===== config.mk =====
export PLATFORM = sky130hd
export DESIGN_NAME = uart_cmd_initiator_flat
export DESIGN_NICKNAME = d
export VERILOG_FILES = /design/src/rtl/uart_cmd_initiator_if.sv /design/src/rtl/uart_cmd_initiator.sv /design/src/flat_wrapper.sv
export SDC_FILE = /design/constraint.sdc
export NUM_CORES = 1
export LEC_CHECK = 0
export ABC_AREA = 1
export ABC_CLOCK_PERIOD_IN_PS = 3300
export BUFFER_PORTS_ARGS = -buffer_cell sky130_fd_sc_hd__buf_2
export CORE_ASPECT_RATIO = 0.6
export CORE_MARGIN = 1
export CORE_UTILIZATION = 23
export DETAILED_ROUTE_END_ITERATION = 12
export HOLD_SLACK_MARGIN = 0.03
export PLACE_DENSITY = 0.43
export SYNTH_ARGS = -nofsm -noshare
export SYNTH_HDL_FRONTEND = slang
export SYNTH_SLANG_ARGS = --single-unit

===== constraint.sdc =====
create_clock -name clk -period 3.3 [get_ports clk]
set_input_delay 0.495 -clock clk [delete_from_list [all_inputs] [get_ports clk]]
set_output_delay 0.495 -clock clk [all_outputs]
set_load 0.01 [all_outputs]

===== src/rtl/uart_cmd_initiator_if.sv =====
// ---------------------------------------------------------------------------
// uart_cmd_initiator_if
//
// Bundles every signal between the command initiator, the user logic that
// issues commands, and the uart_tx / uart_rx pair it drives.
//
// Signal summary:
//   cmd_start   user -> initiator   1-cycle command request
//   cmd_data    user -> initiator   32-bit payload, byte 0 ([7:0]) sent first
//   cmd_len     user -> initiator   payload byte count, 1..4 valid
//   busy        initiator -> user   command in progress
//   cmd_error   initiator -> user   1-cycle pulse on an invalid cmd_len
//   tx_byte     initiator -> tx     byte for uart_tx
//   tx_dv       initiator -> tx     1-cycle load strobe for uart_tx
//   tx_active   tx -> initiator     uart_tx frame in progress
//   tx_done     tx -> initiator     1-cycle pulse at end of stop bit
//   rx_byte     rx -> initiator     byte from uart_rx
//   rx_dv       rx -> initiator     1-cycle byte-valid pulse from uart_rx
//   rsp_byte    initiator -> user   last captured response byte
//   rsp_valid   initiator -> user   1-cycle pulse on response capture
//   rsp_timeout initiator -> user   1-cycle pulse when no response arrived
//
// Modports:
//   master  the initiator itself
//   slave   the environment around it (user logic plus the UART pair)
// ---------------------------------------------------------------------------
interface uart_cmd_initiator_if;
  logic        cmd_start;
  logic [31:0] cmd_data;
  logic [2:0]  cmd_len;
  logic        busy;
  logic        cmd_error;
  logic [7:0]  tx_byte;
  logic        tx_dv;
  logic        tx_active;
  logic        tx_done;
  logic [7:0]  rx_byte;
  logic        rx_dv;
  logic [7:0]  rsp_byte;
  logic        rsp_valid;
  logic        rsp_timeout;

  modport master (
    input  cmd_start, cmd_data, cmd_len,
    input  tx_active, tx_done,
    input  rx_byte, rx_dv,
    output busy, cmd_error,
    output tx_byte, tx_dv,
    output rsp_byte, rsp_valid, rsp_timeout
  );

  modport slave (
    output cmd_start, cmd_data, cmd_len,
    output tx_active, tx_done,
    output rx_byte, rx_dv,
    input  busy, cmd_error,
    input  tx_byte, tx_dv,
    input  rsp_byte, rsp_valid, rsp_timeout
  );
endinterface


===== src/rtl/uart_cmd_initiator.sv =====
// ---------------------------------------------------------------------------
// uart_cmd_initiator
//
// Host-side end of the serial command link. A command of 1-4 payload bytes
// (optionally followed by a terminator byte) is pushed out one byte at a
// time through uart_tx, after which a single response byte is awaited from
// uart_rx. If the response does not arrive within TIMEOUT_CLKS clocks of the
// final tx_done, a timeout pulse is raised instead.
//
// Parameters:
//   TIMEOUT_CLKS  clocks to wait for the response after the last tx_done (>= 2)
//   APPEND_TERM   1 = send TERM_CHAR after the payload, 0 = payload only
//   TERM_CHAR     terminator byte
//
// Ports:
//   clk   system clock
//   rst   synchronous active-high reset
//   bus   uart_cmd_initiator_if.master (command, uart_tx, uart_rx and
//         response signals)
// ---------------------------------------------------------------------------
module uart_cmd_initiator #(
  parameter int unsigned TIMEOUT_CLKS = 1000000,
  parameter bit          APPEND_TERM  = 1'b1,
  parameter logic [7:0]  TERM_CHAR    = 8'h0D
) (
  input  logic                        clk,
  input  logic                        rst,
  uart_cmd_initiator_if.master        bus
);

  // The counter only has to reach TIMEOUT_CLKS-1, so $clog2 bits suffice.
  localparam int CntW = (TIMEOUT_CLKS > 2) ? $clog2(TIMEOUT_CLKS) : 1;

  // The timeout fires on the edge where the counter would step onto
  // TIMEOUT_CLKS-1, i.e. while it still holds TIMEOUT_CLKS-2.
  localparam logic [CntW-1:0] CntPreLast = CntW'(TIMEOUT_CLKS - 2);

  // Number of extra bytes sent after the payload.
  localparam logic [3:0] TermCnt = APPEND_TERM ? 4'd1 : 4'd0;

  typedef enum logic [1:0] {
    IDLE,
    SEND,
    WAIT_DONE,
    WAIT_RSP
  } state_e;

  state_e            state_q, state_d;
  logic [31:0]       data_q, data_d;
  logic [2:0]        len_q, len_d;
  logic [2:0]        idx_q, idx_d;
  logic [CntW-1:0]   cnt_q, cnt_d;
  logic [7:0]        rsp_byte_q, rsp_byte_d;
  logic              rsp_valid_q, rsp_valid_d;
  logic              rsp_timeout_q, rsp_timeout_d;
  logic              cmd_error_q, cmd_error_d;
  logic              len_ok;
  logic [7:0]        sel_byte;

  assign len_ok = (bus.cmd_len != 3'd0) && (bus.cmd_len <= 3'd4);

  // State and datapath registers; reset aborts any transfer in progress.
  always_ff @(posedge clk) begin
    if (rst) begin
      state_q       <= IDLE;
      data_q        <= '0;
      len_q         <= '0;
      idx_q         <= '0;
      cnt_q         <= '0;
      rsp_byte_q    <= '0;
      rsp_valid_q   <= 1'b0;
      rsp_timeout_q <= 1'b0;
      cmd_error_q   <= 1'b0;
    end else begin
      state_q       <= state_d;
      data_q        <= data_d;
      len_q         <= len_d;
      idx_q         <= idx_d;
      cnt_q         <= cnt_d;
      rsp_byte_q    <= rsp_byte_d;
      rsp_valid_q   <= rsp_valid_d;
      rsp_timeout_q <= rsp_timeout_d;
      cmd_error_q   <= cmd_error_d;
    end
  end

  // Next-state and datapath update. The three status pulses default low so
  // each can only last one cycle; they come from disjoint branches, which
  // keeps them mutually exclusive.
  always_comb begin
    state_d       = state_q;
    data_d        = data_q;
    len_d         = len_q;
    idx_d         = idx_q;
    cnt_d         = cnt_q;
    rsp_byte_d    = rsp_byte_q;
    rsp_valid_d   = 1'b0;
    rsp_timeout_d = 1'b0;
    cmd_error_d   = 1'b0;

    unique case (state_q)
      IDLE: begin
        if (bus.cmd_start) begin
          if (len_ok) begin
            data_d  = bus.cmd_data;
            len_d   = bus.cmd_len;
            idx_d   = 3'd0;
            state_d = SEND;
          end else begin
            cmd_error_d = 1'b1;
          end
        end
      end

      SEND: begin
        // Hold off while a previous frame (possibly one orphaned by a
        // reset) is still on the line.
        if (!bus.tx_active) begin
          state_d = WAIT_DONE;
        end
      end

      WAIT_DONE: begin
        if (bus.tx_done) begin
          idx_d = idx_q + 3'd1;
          if ({1'b0, idx_d} < ({1'b0, len_q} + TermCnt)) begin
            state_d = SEND;
          end else begin
            cnt_d   = '0;
            state_d = WAIT_RSP;
          end
        end
      end

      WAIT_RSP: begin
        // A response arriving on the terminal-count cycle still wins.
        if (bus.rx_dv) begin
          rsp_byte_d  = bus.rx_byte;
          rsp_valid_d = 1'b1;
          state_d     = IDLE;
        end else if (cnt_q == CntPreLast) begin
          rsp_timeout_d = 1'b1;
          state_d       = IDLE;
        end else begin
          cnt_d = cnt_q + CntW'(1);
        end
      end

      default: state_d = IDLE;
    endcase
  end

  // Byte selection: payload bytes in ascending order, then the terminator
  // once the index has run past the payload length.
  always_comb begin
    sel_byte = TERM_CHAR;
    if (idx_q < len_q) begin
      case (idx_q[1:0])
        2'd0: sel_byte = data_q[7:0];
        2'd1: sel_byte = data_q[15:8];
        2'd2: sel_byte = data_q[23:16];
        2'd3: sel_byte = data_q[31:24];
      endcase
    end
  end

  // Outputs decoded from state. tx_dv is combinational so the strobe lands
  // in the first SEND cycle; leaving SEND on that same edge limits it to a
  // single cycle.
  always_comb begin
    bus.busy    = (state_q != IDLE);
    bus.tx_dv   = 1'b0;
    bus.tx_byte = 8'h00;
    if (state_q == SEND) begin
      bus.tx_dv   = !bus.tx_active;
      bus.tx_byte = sel_byte;
    end else if (state_q == WAIT_DONE) begin
      bus.tx_byte = sel_byte;
    end
  end

  assign bus.rsp_byte    = rsp_byte_q;
  assign bus.rsp_valid   = rsp_valid_q;
  assign bus.rsp_timeout = rsp_timeout_q;
  assign bus.cmd_error   = cmd_error_q;

endmodule

===== src/flat_wrapper.sv =====
// flat-port wrapper written by rule: the top's interface ports become plain ports
module uart_cmd_initiator_flat 
#(
  parameter int unsigned TIMEOUT_CLKS = 1000000,
  parameter bit          APPEND_TERM  = 1'b1,
  parameter logic [7:0]  TERM_CHAR    = 8'h0D
)
  (clk, rst, bus_cmd_start, bus_cmd_data, bus_cmd_len, bus_tx_active, bus_tx_done, bus_rx_byte, bus_rx_dv, bus_busy, bus_cmd_error, bus_tx_byte, bus_tx_dv, bus_rsp_byte, bus_rsp_valid, bus_rsp_timeout);
  uart_cmd_initiator_if bus_i ();
  input  logic clk;
  input  logic rst;
  input wire logic [$bits(bus_i.cmd_start)-1:0] bus_cmd_start;
  input wire logic [$bits(bus_i.cmd_data)-1:0] bus_cmd_data;
  input wire logic [$bits(bus_i.cmd_len)-1:0] bus_cmd_len;
  input wire logic [$bits(bus_i.tx_active)-1:0] bus_tx_active;
  input wire logic [$bits(bus_i.tx_done)-1:0] bus_tx_done;
  input wire logic [$bits(bus_i.rx_byte)-1:0] bus_rx_byte;
  input wire logic [$bits(bus_i.rx_dv)-1:0] bus_rx_dv;
  output wire logic [$bits(bus_i.busy)-1:0] bus_busy;
  output wire logic [$bits(bus_i.cmd_error)-1:0] bus_cmd_error;
  output wire logic [$bits(bus_i.tx_byte)-1:0] bus_tx_byte;
  output wire logic [$bits(bus_i.tx_dv)-1:0] bus_tx_dv;
  output wire logic [$bits(bus_i.rsp_byte)-1:0] bus_rsp_byte;
  output wire logic [$bits(bus_i.rsp_valid)-1:0] bus_rsp_valid;
  output wire logic [$bits(bus_i.rsp_timeout)-1:0] bus_rsp_timeout;
  assign bus_i.cmd_start = bus_cmd_start;
  assign bus_i.cmd_data = bus_cmd_data;
  assign bus_i.cmd_len = bus_cmd_len;
  assign bus_i.tx_active = bus_tx_active;
  assign bus_i.tx_done = bus_tx_done;
  assign bus_i.rx_byte = bus_rx_byte;
  assign bus_i.rx_dv = bus_rx_dv;
  assign bus_busy = bus_i.busy;
  assign bus_cmd_error = bus_i.cmd_error;
  assign bus_tx_byte = bus_i.tx_byte;
  assign bus_tx_dv = bus_i.tx_dv;
  assign bus_rsp_byte = bus_i.rsp_byte;
  assign bus_rsp_valid = bus_i.rsp_valid;
  assign bus_rsp_timeout = bus_i.rsp_timeout;
  uart_cmd_initiator #(.TIMEOUT_CLKS(TIMEOUT_CLKS), .APPEND_TERM(APPEND_TERM), .TERM_CHAR(TERM_CHAR)) u_core (.clk(clk), .rst(rst), .bus(bus_i));
endmodule

==> results of run 1 <==
==> final cells by class <==
cell class / count / area [um^2] / share of cell area (%)
flip-flops and latches: 71 / 1420 / 30.8
multi-input cells: 448 / 2060 / 44.6
repair buffers: 73 / 375 / 8.13
clock buffers: 10 / 229 / 4.96
well taps: 203 / 254 / 5.50
clock inverters: 5 / 83.8 / 1.82
inverters: 52 / 195 / 4.23
==> path summary, 6_finish.rpt <==
check                              start                endpoint  slack [ns]
setup / recovery       u_core.state_q[1]          bus_tx_byte[4]        0.72
hold / removal           bus_cmd_data[1]        u_core.data_q[1]        0.39
setup reg to reg         u_core.idx_q[0]        u_core.cnt_q[16]        0.87
hold reg to reg   u_core.bus.rsp_byte[6]  u_core.bus.rsp_byte[6]        0.46
==> power by group through the flow <==
stage,logic (mW),clock network (mW),registers (mW)
finish,0.970,1.03,1.10
global route,1.11,1.10,1.12
CTS,0.979,1.07,1.10
detailed placement,0.975,0,1.11
global placement,0.972,0,1.11
floorplan,0.699,0,1.08
==> tightest hold or removal path, delay by kind of cell <==
| family | cells | cell delay, ns |
|---|---|---|
| buf+inv | 1 | 0.07 |
| simple gates | 2 | 0.11 |
==> kinds of logic (layout without fill, tap and decap cells) <==
family	count (synthesis)	count (layout)	synth area share, %
XOR/XNOR	2	2	0.462
flip-flops	71	71	37.5
AO/OA/AOI/OAI	88	88	12.6
buffers and inverters	78	140	8.28
adder cells (fa/ha/maj)	11	11	3.63
AND/OR/NAND/NOR	347	347	37.6
==> cells in the final DEF, fill, tap and decap left out, types with 9 or more instances in the layout <==
master,instances
a21oi_1,31
clkbuf_16,9
ha_1,11
nor2_1,133
nand2_1,152
nor3_1,9
o21ai_0,44
nand3_1,32
buf_2,69
nand4_1,10
dfxtp_1,71
inv_1,50
==> metal layers <==
metal / GRT usage, % / part of all wire, % / vias to the layer above
li1: - / - / 2016
met1: 22.4 / 58 / 1705
met2: 18.5 / 36 / 104
met3: 2.62 / 5.6 / 4
met4: 3.39 / 0.51 / 0
met5: 0 / 0 / -
==> metrics by stage <==
step           hold slack (ns)  cell area, um^2  worst slack (ns)  instances
2_1_floorplan            0.461             3790              1.23        597
3_3_place_gp             0.451             4310             0.999        847
3_5_place_dp             0.453             4310             0.898        847
4_1_cts                  0.378             4620             0.674        862
5_1_grt                  0.398             4620             0.548        862
6_report                 0.392             4620             0.720        862
==> state kept, by name, summed over array words and instances (netlist names) <==
register and cells:
u_core.bus.cmd_error 1, u_core.bus.rsp_byte 8, u_core.bus.rsp_timeout 1, u_core.bus.rsp_valid 1, u_core.cnt_q 20, u_core.data_q 32, u_core.idx_q 3, u_core.len_q 3
u_core.state_q 2
==> impl_metrics.yaml, run 1 <==
timing:
  setup_tns_ns: 0
  worst_pin_slew_ns: 0.606
  fin_crit_sh_pct: 78.2
  skew_ns: 0.0111
  clock.fmax_ghz: 0.388
  fin_crit_ns: 2.58
  drv_slew: 0
  finalHoldViolations: 0
  setup_viol: 0
  slew_headroom_pct: 59.5
  rsz0062_at_grt: "false"
pwr:
  p_comb_share_pct: 31.3
  sw_frac_of_total_pct: 36.5
  finalPower_mw: 3.10
  pwr-share-seq_pct: 35.5
  vdd_ir_drop_max_mv: 0.228
  power.share.clock_pct: 33.3
  intPower_mw: 1.97
  p_leak_nw: 1.99
  power.density_mw_per_mm2: 671
  p_switching_mw: 1.13
min_path:
  hold_path_depth: 3
  hold_class: "in -> reg"
job:
  cap_violations: 0
floorplanning:
  pin_count: 70
  num_rows: 35
  die_x_um: 168
  die_area_mm2: 0.0170
  fp.dieH_um: 101
  initial_core_util_pct: 24.1
  core_area_mm2: 0.0157
place:
  dp_hpwl_mm: 8.71
  place.gp.congestion: 0.901
  port_buffers: 69
global_routing:
  grt_usage_pct: 14.0
  antenna_found_initial: 0
  grt_pass1_vias: 3532
  grt_pass1_wl_mm: 18.5
  grt_start_max_net_pins: 41
  grt.overflow.total: 0
clock_tree:
  cts_inserted_buffers: 9
  cts-root-buf: "clkbuf_16"
  clkTransAtPathRegs_ns: 0.06
  cts_setup_buffers: 0
  cts_sinks: 71
  hold_buffers: 0
  clockBufferDepth: 2
  cts_tree: "built"
  clkLatencyLatePin_ns: 0.33
  cts_htree_levels: 3
  cts_resized: 0
synthesis:
  synth_ff_type: "dfxtp_1"
  syn_inst: 597
  avgSynthCellArea_um2: 6.36
  synthTopCellsByCount: "152 x nand2_1, 133 x nor2_1, 71 x dfxtp_1"
  synth_nets: 657
  yosysTopAreaCell: "dfxtp_1"
  async_reset_ff_share_pct: 0
  yosys.cell_count.top_type: "nand2_1"
  ys_ff_latch: 71
  synth_top_area_share_pct: 37.5
  synth_cell_types: 33
  synth_area_leaders: "dfxtp_1 37%, nand2_1 15%, nor2_1 13%"
  synth_edf_count: 0
  ys_seq_area_share_pct: 37.5
  synth.cell_area_mm2: 0.00379
  ys_warn_count: 0
critical_path:
  critical_path.cell_chain: "nand2_1 -> inv_1 -> nor2_1 -> nand2_1 -> nor2_1 -> buf_2"
  cpPeakStageDelay_ns: 0.35
  cp.required_ns: 2.80
  critPathLaunchType: "register"
  end_kind: "output port"
  worstSetupPathType: "reg -> out"
  crit_arrival_ns: 2.09
  critical_path.max_fanout: 12
  critPathSlowestCell: "dfxtp_1"
  cp.depth: 6
  crit_family: "simple AND/OR/NAND/NOR gates"
  worst-path-buf-inv: 2
  rr_worst_depth: 11
detailed_routing:
  drt-pass1-iter-count: 5
  drt_iter0_drc: 238
  vias: 3829
  ant_nets: 0
  vias_per_cell: 4.44
  drc: 0
  routed_wl_mm: 11.6
  wl_per_cell_um: 13.5
layout:
  nNetsFinal: 715
  final_core_utilization_pct: 29.4
  nFillCells: 1726
  num_antenna_cells: 0
  syn_to_final_growth_pct: 21.7
  layout-drive-gt1-share_pct: 14.7
status:
  outcome: "finished, final reports clean"
No activity file was read; power rests on OpenSTA's default activity.
==> run 2, diff against run 1 <==
--- a/config.mk
+++ b/config.mk
@@ -6,7 +6,7 @@
 export NUM_CORES = 1
 export LEC_CHECK = 0
 export ABC_AREA = 1
-export ABC_CLOCK_PERIOD_IN_PS = 3300
+export ABC_CLOCK_PERIOD_IN_PS = 2400
 export BUFFER_PORTS_ARGS = -buffer_cell sky130_fd_sc_hd__buf_2
 export CORE_ASPECT_RATIO = 0.6
 export CORE_MARGIN = 1
==> constraint.sdc (replaced) <==
create_clock -name clk -period 2.4 [get_ports clk]
set_input_delay 0.36 -clock clk [delete_from_list [all_inputs] [get_ports clk]]
set_output_delay 0.36 -clock clk [all_outputs]
set_load 0.01 [all_outputs]
==> run 2 against run 1 <==
Setup slack worse by 0.55 ns. Worst hold slack got worse by 0.15 ns. Die area unchanged. Via count is the same. Utilization rose by 0.19 points. Clock skew down 0.0021 ns. Critical path type unchanged. Highest routed layer unchanged.
==> impl_metrics.yaml, run 2 (synthesis results as in run 1) <==
timing:
  rsz0062_at_grt: "false"
  drv_slew: 0
  clock.fmax_ghz: 0.448
  setup_tns_ns: 0
  fin_crit_sh_pct: 93.0
  slew_headroom_pct: 65.3
  fin_ws_ns: 0.167
  fin_crit_ns: 2.23
  worst_pin_slew_ns: 0.520
  setup_viol: 0
  skew_ns: 0.00907
  finalHoldViolations: 0
floorplanning:
  die_area_mm2: 0.0170
  initial_core_util_pct: 24.1
  pin_count: 70
  num_rows: 35
  fp.dieH_um: 101
  core_area_mm2: 0.0157
  die_x_um: 168
detailed_routing:
  drt_iter0_drc: 258
  vias: 3829
  drt-pass1-iter-count: 5
  ant_nets: 0
  routed_wl_mm: 11.6
  drc: 0
  wl_per_cell_um: 13.3
  vias_per_cell: 4.41
clock_tree:
  clkTransAtPathRegs_ns: 0.06
  hold_buffers: 0
  clockBufferDepth: 2
  cts_setup_buffers: 0
  cts-root-buf: "clkbuf_16"
  cts_inserted_buffers: 9
  cts_htree_levels: 3
  cts_tree: "built"
  cts_sinks: 71
  clkLatencyLatePin_ns: 0.34
global_routing:
  grt_pass1_vias: 3554
  grt_pass1_wl_mm: 18.9
  antenna_found_initial: 0
  grt.overflow.total: 0
  grt_usage_pct: 14.2
  grt_start_max_net_pins: 45
pwr:
  vdd_ir_drop_max_mv: 0.392
  power.density_mw_per_mm2: 897
  p_leak_nw: 2.00
critical_path:
  reg2reg_to: "u_core.cnt_q[7]"
  cpPeakStageDelay_ns: 0.35
  crit_family: "compound AO/OA/AOI/OAI gates"
  cp.required_ns: 2.04
  worstSetupPathType: "reg -> out"
  crit_arrival_ns: 1.87
  critPathLaunchType: "register"
  worst-path-buf-inv: 2
  rr_worst_depth: 12
  r2r_start: "u_core.idx_q[0]"
  end_kind: "output port"
  critical_path.max_fanout: 5
  ff2ff_setup_slack_ns: 0.22
  critical_path.cell_chain: "inv_1 -> ha_1 -> a21o_1 -> a21oi_2 -> nand2_1 -> nor2_1 -> buf_2"
  critPathSlowestCell: "dfxtp_1"
layout:
  final_core_utilization_pct: 29.6
  syn_to_final_growth_pct: 22.5
  final_cell_mix: "152 x nand2_1, 133 x nor2_1, 71 x dfxtp_1, 69 x buf_2, 50 x inv_1"
  regMostFlops: "u_core.data_q"
  largest_reg_flops: 32
  num_antenna_cells: 0
  layout_commonest_cell: "nand2_1"
  nNetsFinal: 721
  layout-drive-gt1-share_pct: 16.4
place:
  dp_hpwl_mm: 8.75
  dp_slack_ns: 0.189
  place.gp.congestion: 0.853
  port_buffers: 69
job:
  cap_violations: 0
status:
  outcome: "finished, final reports clean"
min_path:
  hold_class: "in -> reg"
  hold_path_depth: 3
  hp-start: "bus_cmd_data[1]"
  worst_hold_path.endpoint: "u_core.data_q[1]"
[run 2: metal layers]
metal  wire length, um  part of all wire [%]  up-vias  global-route usage, %
met5                 0                     0        -                      0
met2              4110                    36       80                   18.4
met4                83                  0.72        0                   3.39
met3               470                   4.1        7                   3.17
li1                  -                     -     2028                      -
met1              6900                    60     1714                   22.6
[run 2: power by group]
part / total, mW / internal, mW / switching [mW]
Combinational: 1.39 / 0.471 / 0.915
Clock: 1.27 / 0.731 / 0.539
Sequential: 1.52 / 1.36 / 0.154
Total: 4.17 / 2.56 / 1.61
[run 2: per-stage QoR]
| step | instances | hold WS, ns | power (mW) | instance area [um^2] |
|---|---|---|---|---|
| after floorplan | 597 | 0.461 | 2.45 | 3790 |
| final | 869 | 0.246 | 4.17 | 4650 |
| after CTS | 869 | 0.241 | 4.21 | 4630 |
| after global routing | 869 | 0.254 | 4.49 | 4650 |
| after detailed placement | 853 | 0.453 | 2.91 | 4350 |
| after global placement | 853 | 0.450 | 2.89 | 4350 |
[run 2: area by class of cell]
cell class                      count  area (um^2)
Clock inverter                      6         45.0
Fill cell                        1732        11100
Multi-Input combinational cell    448         2070
Sequential cell                    71         1420
Clock buffer                       10          239
Tap cell                          203          254
Inverter                           52          195
Timing Repair Buffer               79          420
[run 2: timing repair]
item / in CTS / in global routing
endpoints found under the setup margin: 0 / 16
resized for setup: 0 / 4
hold endpoints to repair: 0 / 0
[run 2: how the worst max path moves through the flow]
stage	startpoint	endpoint	slack, ns	cells past startpoint
2_1_floorplan	u_core.idx_q[1]	u_core.cnt_q[15]	0.33	13
3_3_place_gp	u_core.idx_q[0]	u_core.cnt_q[1]	0.33	10
3_5_place_dp	u_core.idx_q[0]	u_core.cnt_q[1]	0.19	10
4_1_cts	u_core.len_q[1]	bus_tx_byte[7]	0.03	7
5_1_grt	u_core.idx_q[0]	u_core.cnt_q[18]	0.01	12
6_report	u_core.len_q[1]	bus_tx_byte[7]	0.17	7
[run 2: worst register-to-register path: cells and delay by family, from the launching register on]
family                     cells  cell delay (ns)
adders and majority gates      2             0.58
buffers and inverters          1             0.14
DFF                            1             0.39
and+or+nand+nor                9             0.98
==> run 3, diff against run 2 <==
--- a/config.mk
+++ b/config.mk
@@ -5,7 +5,7 @@
 export SDC_FILE = /design/constraint.sdc
 export NUM_CORES = 1
 export LEC_CHECK = 0
-export ABC_AREA = 1
+export ABC_AREA = 0
 export ABC_CLOCK_PERIOD_IN_PS = 2400
 export BUFFER_PORTS_ARGS = -buffer_cell sky130_fd_sc_hd__buf_2
 export CORE_ASPECT_RATIO = 0.6
==> run 3 against run 2 <==
The run now ends with setup timing left. Setup slack worse by 0.17 ns. Global-route usage rose by 0.84 points. Area after synthesis shrank 5.6%. Via count fell by 6.0%. Critical path type unchanged. Sequential cell count unchanged. Critical endpoint is now bus_tx_byte[0]. Utilization increased by 1.3 points. Clock skew fell by 0.0030 ns.
==> impl_metrics.yaml, run 3 <==
status:
  outcome: "complete, but fails checks"
  violations: "setup timing"
clock_tree:
  hold_buffers: 0
  cts_sinks: 71
  clockBufferDepth: 2
  cts-root-buf: "clkbuf_16"
  clkLatencyLatePin_ns: 0.33
  cts_htree_levels: 3
  cts_inserted_buffers: 9
  cts_tree: "built"
  clkTransAtPathRegs_ns: 0.06
critical_path:
  r2r_start: "u_core.cnt_q[1]"
  crit_arrival_ns: 2.04
  cp.required_ns: 2.04
  ff2ff_setup_slack_ns: 0.11
  critPathLaunchType: "register"
  end_kind: "output port"
  reg2reg_to: "u_core.cnt_q[8]"
  worstSetupPathType: "reg -> out"
  rr_worst_depth: 6
  critical_path.max_fanout: 8
floorplanning:
  fp.dieH_um: 98.7
  initial_core_util_pct: 24.1
  pin_count: 70
  num_rows: 34
  die_x_um: 163
  core_area_mm2: 0.0148
  die_area_mm2: 0.0161
layout:
  layout_commonest_cell: "nand2_1"
  syn_to_final_growth_pct: 28.0
  nFillCells: 1618
  final_cells: 743
  multiInputGateArea_mm2: 0.00205
  nNetsFinal: 601
  num_antenna_cells: 0
  seqCellArea_mm2: 0.00143
  final_cell_mix: "114 x nand2_1, 69 x buf_2, 69 x dfxtp_1, 58 x a21oi_1, 25 x nor2_1"
  fin_area_mm2: 0.00459
  regMostFlops: "u_core.data_q"
  final_core_utilization_pct: 30.9
  layout-drive-gt1-share_pct: 23.7
  largest_reg_flops: 32
timing:
  rsz0062_at_grt: "true"
  fin_crit_sh_pct: 100
  clock.fmax_ghz: 0.416
  setup_tns_ns: -0.00458
  setup_viol: 1
  finalHoldViolations: 0
  skew_ns: 0.00609
  drv_slew: 0
  worst_pin_slew_ns: 0.564
  fin_crit_ns: 2.40
  slew_headroom_pct: 62.1
  fin_ws_ns: -0.00458
place:
  dpl.cell_count: 728
  dp_slack_ns: -0.274
  dp_hpwl_mm: 8.67
  port_buffers: 69
  place.gp.congestion: 0.845
  placed_cell_area_mm2: 0.00422
detailed_routing:
  wl_per_cell_um: 15.8
  drt-pass1-iter-count: 5
  vias_per_cell: 4.84
  routed_wl_mm: 11.8
  ant_nets: 0
  vias: 3599
  drt_iter0_drc: 309
  drc: 0
synthesis:
  yosys.cell_count.top_type: "nand2_1"
  synthTopCellsByCount: "114 x nand2_1, 71 x dfxtp_1, 59 x a21oi_1"
  async_reset_ff_share_pct: 0
  synth.cell_area_mm2: 0.00358
  ys_seq_area_share_pct: 39.7
  synth_area_leaders: "dfxtp_1 40%, nand2_1 12%, a21oi_1 8.2%"
  ys_ff_latch: 71
  synth_edf_count: 0
  synth_cell_types: 53
  synth_nets: 525
  synth_top_area_share_pct: 39.7
  avgSynthCellArea_um2: 7.70
  yosysTopAreaCell: "dfxtp_1"
  ys_warn_count: 0
  syn_inst: 465
  synth_ff_type: "dfxtp_1"
pwr:
  power.density_mw_per_mm2: 616
  vdd_ir_drop_max_mv: 0.310
  p_leak_nw: 1.68
min_path:
  hp-start: "bus_cmd_data[1]"
  worst_hold_path.endpoint: "u_core.data_q[1]"
  hold_path_depth: 3
  hold_class: "in -> reg"
global_routing:
  antenna_found_initial: 0
  grt_usage_pct: 15.0
  grt_start_max_net_pins: 40
  grt.overflow.total: 0
  grt_pass1_wl_mm: 18.5
  grt_pass1_vias: 3338
job:
  cap_violations: 0
==> run 3: cell types whose count changed after synthesis, sizes merged, moves of 5 or more <==
cell	change
o211ai	+8
nand2	-40
clkbuf	+6
nor2	-112
a222oi	+8
nand3	-15
o21ai	-29
nand2b	+6
a21oi	+28
or3	+9
or4	+5
and2	+6
inv	-41
==> run 3: worst max path at each step <==
| stage | slack, ns | startpoint | endpoint |
|---|---|---|---|
| detailed placement | -0.27 | u_core.idx_q[0] | u_core.cnt_q[19] |
| global route | -0.09 | u_core.idx_q[0] | bus_tx_byte[7] |
| floorplan | 0.005 | u_core.idx_q[0] | u_core.cnt_q[12] |
| CTS | -0.03 | u_core.idx_q[0] | bus_tx_byte[7] |
| global placement | -0.14 | u_core.idx_q[0] | u_core.cnt_q[9] |
| finish | -0.005 | u_core.idx_q[0] | bus_tx_byte[0] |
==> run 3: layout make-up <==
cell class                      count  share of cell area [%]
Multi-Input combinational cell    355                    44.7
Sequential cell                    71                    31.2
Timing Repair Buffer               93                    11.6
Clock buffer                       13                    5.89
Tap cell                          198                    5.40
Inverter                           11                   0.900
Clock inverter                      2                   0.327
==> run 3: critical path, stage by stage (launching register included) <==
cell and delay (ns):
dfxtp_4 0.39, inv_2 0.05, buf_6 0.12, ha_4 0.19
a222oi_1 0.51, nand2_1 0.10, o21ai_1 0.09, a21oi_1 0.09
buf_2 0.16
==> run 3: report_power, final <==
part / switching (mW) / internal, mW
Sequential: 0.0321 / 1.22
Clock: 0.511 / 0.779
Combinational: 0.169 / 0.116
Total: 0.712 / 2.11
==> run 3: routing by layer <==
layer | GRT usage (%) | routed length [um] | vias up | share of wire, %
met1 | 23.8 | 6410 | 1684 | 54
met2 | 19.1 | 4430 | 100 | 38
met5 | 0 | 0 | - | 0
met4 | 4.24 | 122 | 0 | 1.0
met3 | 3.75 | 800 | 13 | 6.8
li1 | - | - | 1802 | -
==> run 3: cell families after synthesis <==
kind of cell    Yosys count  synth area share (%)
flops                    71                  39.7
mux                       2                 0.594
compound gates          120                  20.9
buf+inv                  39                  5.06
xor+xnor                  3                 0.734
simple gates            219                  29.2
fa+ha+maj                11                  3.84
==> run 3: per-stage QoR <==
| step | hold WS (ns) | total power [mW] |
|---|---|---|
| 2_1_floorplan | 0.433 | 1.43 |
| 3_3_place_gp | 0.442 | 1.55 |
| 3_5_place_dp | 0.448 | 1.55 |
| 4_1_cts | 0.247 | 2.86 |
| 5_1_grt | 0.260 | 2.96 |
| 6_report | 0.258 | 2.82 |
==> run 3: what timing repair did <==
action	in CTS	in global routing
setup endpoints to repair	14	16
setup buffers	0	0
resized for setup	7	16
pin swaps	2	6
